[src/rtl/pipe_stage_skid.sv]
// Elastic pipeline register: a main register and a skid register give a registered
// in_ready_o while still sustaining one transfer per cycle under back-pressure.
module pipe_stage_skid #(
    parameter int                 WIDTH  = 64,
    parameter logic [WIDTH-1:0]   BUBBLE = 64'h0000_0000_0000_0013
) (
    input  logic             clk,
    input  logic             rst,
    input  logic             flush_i,
    input  logic             in_valid_i,
    output logic             in_ready_o,
    input  logic [WIDTH-1:0] in_data_i,
    output logic             out_valid_o,
    input  logic             out_ready_i,
    output logic [WIDTH-1:0] out_data_o,
    output logic [1:0]       occupancy_o
);

    // State encoding equals the number of held entries.
    typedef enum logic [1:0] {
        ST_EMPTY = 2'd0,
        ST_ONE   = 2'd1,
        ST_FULL  = 2'd2
    } state_t;

    state_t           state_q, state_d;
    logic [WIDTH-1:0] main_q, main_d;
    logic [WIDTH-1:0] skid_q, skid_d;
    logic             out_valid_q, out_valid_d;
    logic             in_ready_q, in_ready_d;
    logic             accept_s;
    logic             fire_s;

    assign accept_s = in_valid_i & in_ready_q;
    assign fire_s   = out_valid_q & out_ready_i;

    // Next-state and next-storage computation; flush overrides every transition.
    always_comb begin
        state_d = state_q;
        main_d  = main_q;
        skid_d  = skid_q;
        case (state_q)
            ST_EMPTY: begin
                if (accept_s) begin
                    main_d  = in_data_i;
                    state_d = ST_ONE;
                end else begin
                    state_d = ST_EMPTY;
                end
            end
            ST_ONE: begin
                if (accept_s && fire_s) begin
                    main_d = in_data_i;
                end else if (accept_s) begin
                    skid_d  = in_data_i;
                    state_d = ST_FULL;
                end else if (fire_s) begin
                    main_d  = BUBBLE;
                    state_d = ST_EMPTY;
                end else begin
                    state_d = ST_ONE;
                end
            end
            ST_FULL: begin
                // in_ready_q is low here, so no accept can occur.
                if (fire_s) begin
                    main_d  = skid_q;
                    state_d = ST_ONE;
                end else begin
                    state_d = ST_FULL;
                end
            end
            default: begin
                main_d  = BUBBLE;
                state_d = ST_EMPTY;
            end
        endcase

        if (flush_i) begin
            main_d  = BUBBLE;
            state_d = ST_EMPTY;
        end else begin
            state_d = state_d;
        end

        out_valid_d = (state_d != ST_EMPTY);
        in_ready_d  = (state_d != ST_FULL);
    end

    // State and storage registers with synchronous reset.
    always_ff @(posedge clk) begin
        if (rst) begin
            state_q     <= ST_EMPTY;
            main_q      <= BUBBLE;
            skid_q      <= BUBBLE;
            out_valid_q <= 1'b0;
            in_ready_q  <= 1'b1;
        end else begin
            state_q     <= state_d;
            main_q      <= main_d;
            skid_q      <= skid_d;
            out_valid_q <= out_valid_d;
            in_ready_q  <= in_ready_d;
        end
    end

    assign out_data_o  = main_q;
    assign out_valid_o = out_valid_q;
    assign in_ready_o  = in_ready_q;
    assign occupancy_o = state_q;

endmodule

[config.mk]
export PLATFORM = sky130hd
export DESIGN_NAME = pipe_stage_skid
export DESIGN_NICKNAME = d
export VERILOG_FILES = /design/src/rtl/pipe_stage_skid.sv
export SDC_FILE = /design/constraint.sdc
export NUM_CORES = 1
export LEC_CHECK = 0
export ABC_AREA = 1
export CORE_MARGIN = 3
export CORE_UTILIZATION = 40
export CTS_CLUSTER_DIAMETER = 120
export CTS_CLUSTER_SIZE = 40
export DETAILED_ROUTE_END_ITERATION = 10
export GPL_ROUTABILITY_DRIVEN = 0
export PLACE_DENSITY_LB_ADDON = 0.12
export SLEW_MARGIN = 30
export SYNTH_ARGS = -nofsm -noshare
export SYNTH_HDL_FRONTEND = slang
export SYNTH_SLANG_ARGS = --single-unit
[constraint.sdc]
create_clock -name clk -period 2.6 [get_ports clk]
set_input_delay 0.39 -clock clk [delete_from_list [all_inputs] [get_ports clk]]
set_output_delay 0.39 -clock clk [all_outputs]
set_load 0.02 [all_outputs]
==> results.py <==
metrics = {
    "status": {
        "status": "finished, final reports clean",
    },
    "place": {
        "dp.cells": 1135,
        "dp.final_hpwl_mm": 10.6,
        "port_buffers": 136,
    },
    "worst_hold_path": {
        "min_to": "out_data_o[4]",
        "hold_depth": 3,
        "min_path_type": "in -> reg",
        "hold_start": "rst",
    },
    "power": {
        "p_leak_uw": 0.00298,
        "power_density_mw_per_mm2": 678,
        "ir_worst_vdd_v": 0.000614,
    },
    "global_routing": {
        "antenna_found_initial": 0,
        "grt-ovfl-total": 0,
        "grt_pass1_vias": 5527,
        "grt_pass1_wl_mm": 27.7,
        "grt.total_usage": 0.212,
        "grt_max_degree": 63,
    },
    "timing": {
        "hold_violations": 0,
        "setup-tns-final_ns": 0,
        "setup_viol": 0,
        "slew_violations": 0,
        "max_freq_mhz": 497,
        "worst_clock_skew_ns": 0.00598,
        "layout_min_cycle_time_ns": 2.01,
        "slew_headroom": 0.531,
        "worst_pin_slew_ns": 0.703,
        "rsz0062_at_grt": "no",
        "period_share": 0.774,
    },
    "detailed_routing": {
        "drc": 0,
        "drt-initial-drc-count": 435,
        "final_antenna_net_count": 0,
        "wirelength_mm": 17.1,
        "viasPerCell": 5.06,
        "drt-pass1-iter-count": 5,
        "wl_per_cell_um": 14.6,
        "vias": 5904,
    },
    "worst_setup_path": {
        "regToRegStartpoint": "occupancy_o[1]",
        "reg2reg_to": "out_data_o[54]",
        "slowest_stage": "clkdlybuf4s50_1",
        "worstSetupPathType": "reg -> out",
        "crit_buf_inv": 1,
        "arrival_ns": 1.62,
        "end_kind": "primary output",
        "reg2reg_setup_slack_ns": 0.78,
        "startpoint_type": "flop",
        "required_ns": 2.21,
        "worstPathMaxFanout": 7,
        "cpLargestDelayFamily": "buffers and inverters",
        "worstPathCellList": "clkdlybuf4s50_1",
        "reg2regPathDepth": 8,
        "slowest_delay_ns": 0.68,
    },
    "logic_synthesis": {
        "synth-seq-cells": 132,
        "netlist_instances": 863,
        "ys_types": 15,
        "ys_warn_count": 0,
        "synth_nets": 932,
        "syn_area_sq_mm": 0.00577,
        "syn_area_per_cell_sq_um": 6.68,
        "synth.area.top_cells": "dfxtp_1 46%, nand2_1 25%, nand3_1 11%",
        "yosys.area.top_type_share": 0.458,
        "yosysTopAreaCell": "dfxtp_1",
        "yosysSeqAreaShare": 0.458,
    },
    "layout": {
        "register_area_sq_mm": 0.00264,
        "final_cell_mix": "391 x nand2_1, 135 x clkdlybuf4s50_1, 132 x dfxtp_1",
        "multi_input_area_sq_mm": 0.00285,
        "final_common_cell": "nand2_1",
        "final_util": 0.568,
        "fin_nets": 1043,
        "antenna_cells": 0,
        "drive_gt1_frac": 0.0618,
        "num-fill-cells": 1399,
        "syn_to_final_growth_pct": 37.8,
        "layout.cells.non_filler": 1167,
    },
    "clock_network": {
        "cts_buffers": 17,
        "cts_tree": "yes",
        "path_clk_slew_ns": 0.05,
        "cts.repair.resized": 0,
        "post_cts_buffers": 0,
        "ctsHoldBuffers": 0,
        "cts_max_level": 4,
        "cts-root-buf": "clkbuf_16",
        "worstSkewPairLatency_ns": 0.41,
        "cts.path.max_buffers": 2,
        "cts.sink_count": 132,
    },
    "floorplanning": {
        "die_w_um": 126,
        "rows": 43,
        "ios": 137,
        "start_util": 0.412,
        "coreArea_sq_mm": 0.0140,
        "die_h_um": 126,
        "die-area_sq_mm": 0.0159,
    },
    "flow_run": {
        "max_cap_viol_count": 0,
    },
}
[flip-flops by register name (all words and copies together) (netlist names)]
name and count:
out_data_o 64, skid_q 64, occupancy_o 2, in_ready_o 1
out_valid_o 1
[cell type report]
| class | instances | share of cell area |
|---|---|---|
| clock buffer | 22 | 0.0597 |
| clock inverter | 10 | 0.0192 |
| inverter | 10 | 0.00472 |
| multi-input combinational | 659 | 0.358 |
| sequential | 132 | 0.333 |
| tap | 180 | 0.0283 |
| timing repair buffer | 154 | 0.197 |
[worst max-delay path by stage]
stage | start | end | depth (start not counted) | slack (ns)
2_1_floorplan | occupancy_o[0] | skid_q[16] | 7 | 1.02
3_3_place_gp | out_ready_i | skid_q[37] | 9 | 0.51
3_5_place_dp | out_ready_i | skid_q[3] | 9 | 0.46
4_1_cts | occupancy_o[1] | occupancy_o[1] | 1 | 0.56
5_1_grt | occupancy_o[0] | occupancy_o[0] | 1 | 0.53
6_report | occupancy_o[1] | occupancy_o[1] | 1 | 0.59
[where the power goes]
part           internal, uW  switching [uW]  leakage [uW]
Clock                  1670             851      0.000310
Combinational           306             423       0.00160
Sequential             2100            39.1       0.00107
[layer usage]
| layer | track usage | vias to the layer above | wire, um |
|---|---|---|---|
| li1 | - | 3031 | - |
| met1 | 0.273 | 2684 | 7600 |
| met2 | 0.348 | 174 | 8250 |
| met3 | 0.0598 | 15 | 1000 |
| met4 | 0.0625 | 0 | 206 |
| met5 | 0 | - | 0 |
[through the flow]
step           hold slack [ns]  area, sq um  worst slack, ns  total power, uW
2_1_floorplan            0.437         5770             1.02             2560
3_3_place_gp             0.451         7320            0.508             2910
3_5_place_dp             0.455         7320            0.461             2910
4_1_cts                  0.223         7950            0.556             5450
5_1_grt                  0.263         7950            0.530             5610
6_report                 0.242         7950            0.588             5390
[cell families after synthesis]
family / after synthesis / synth area share
AO/OA/AOI/OAI: 129 / 0.112
XOR/XNOR: 1 / 0.00152
buffers and inverters: 72 / 0.0521
flip-flops: 132 / 0.458
AND/OR/NAND/NOR: 529 / 0.376
[synthesized netlist by cell type, drive strengths merged]
library cell    n
nand2         391
dfxtp         132
nand3         129
a21oi         125
clkbuf         38
buf            24
inv            10
nor2            9
o21ai           2
o22ai           2
xnor2           1
(Power assumes the default switching activity.)
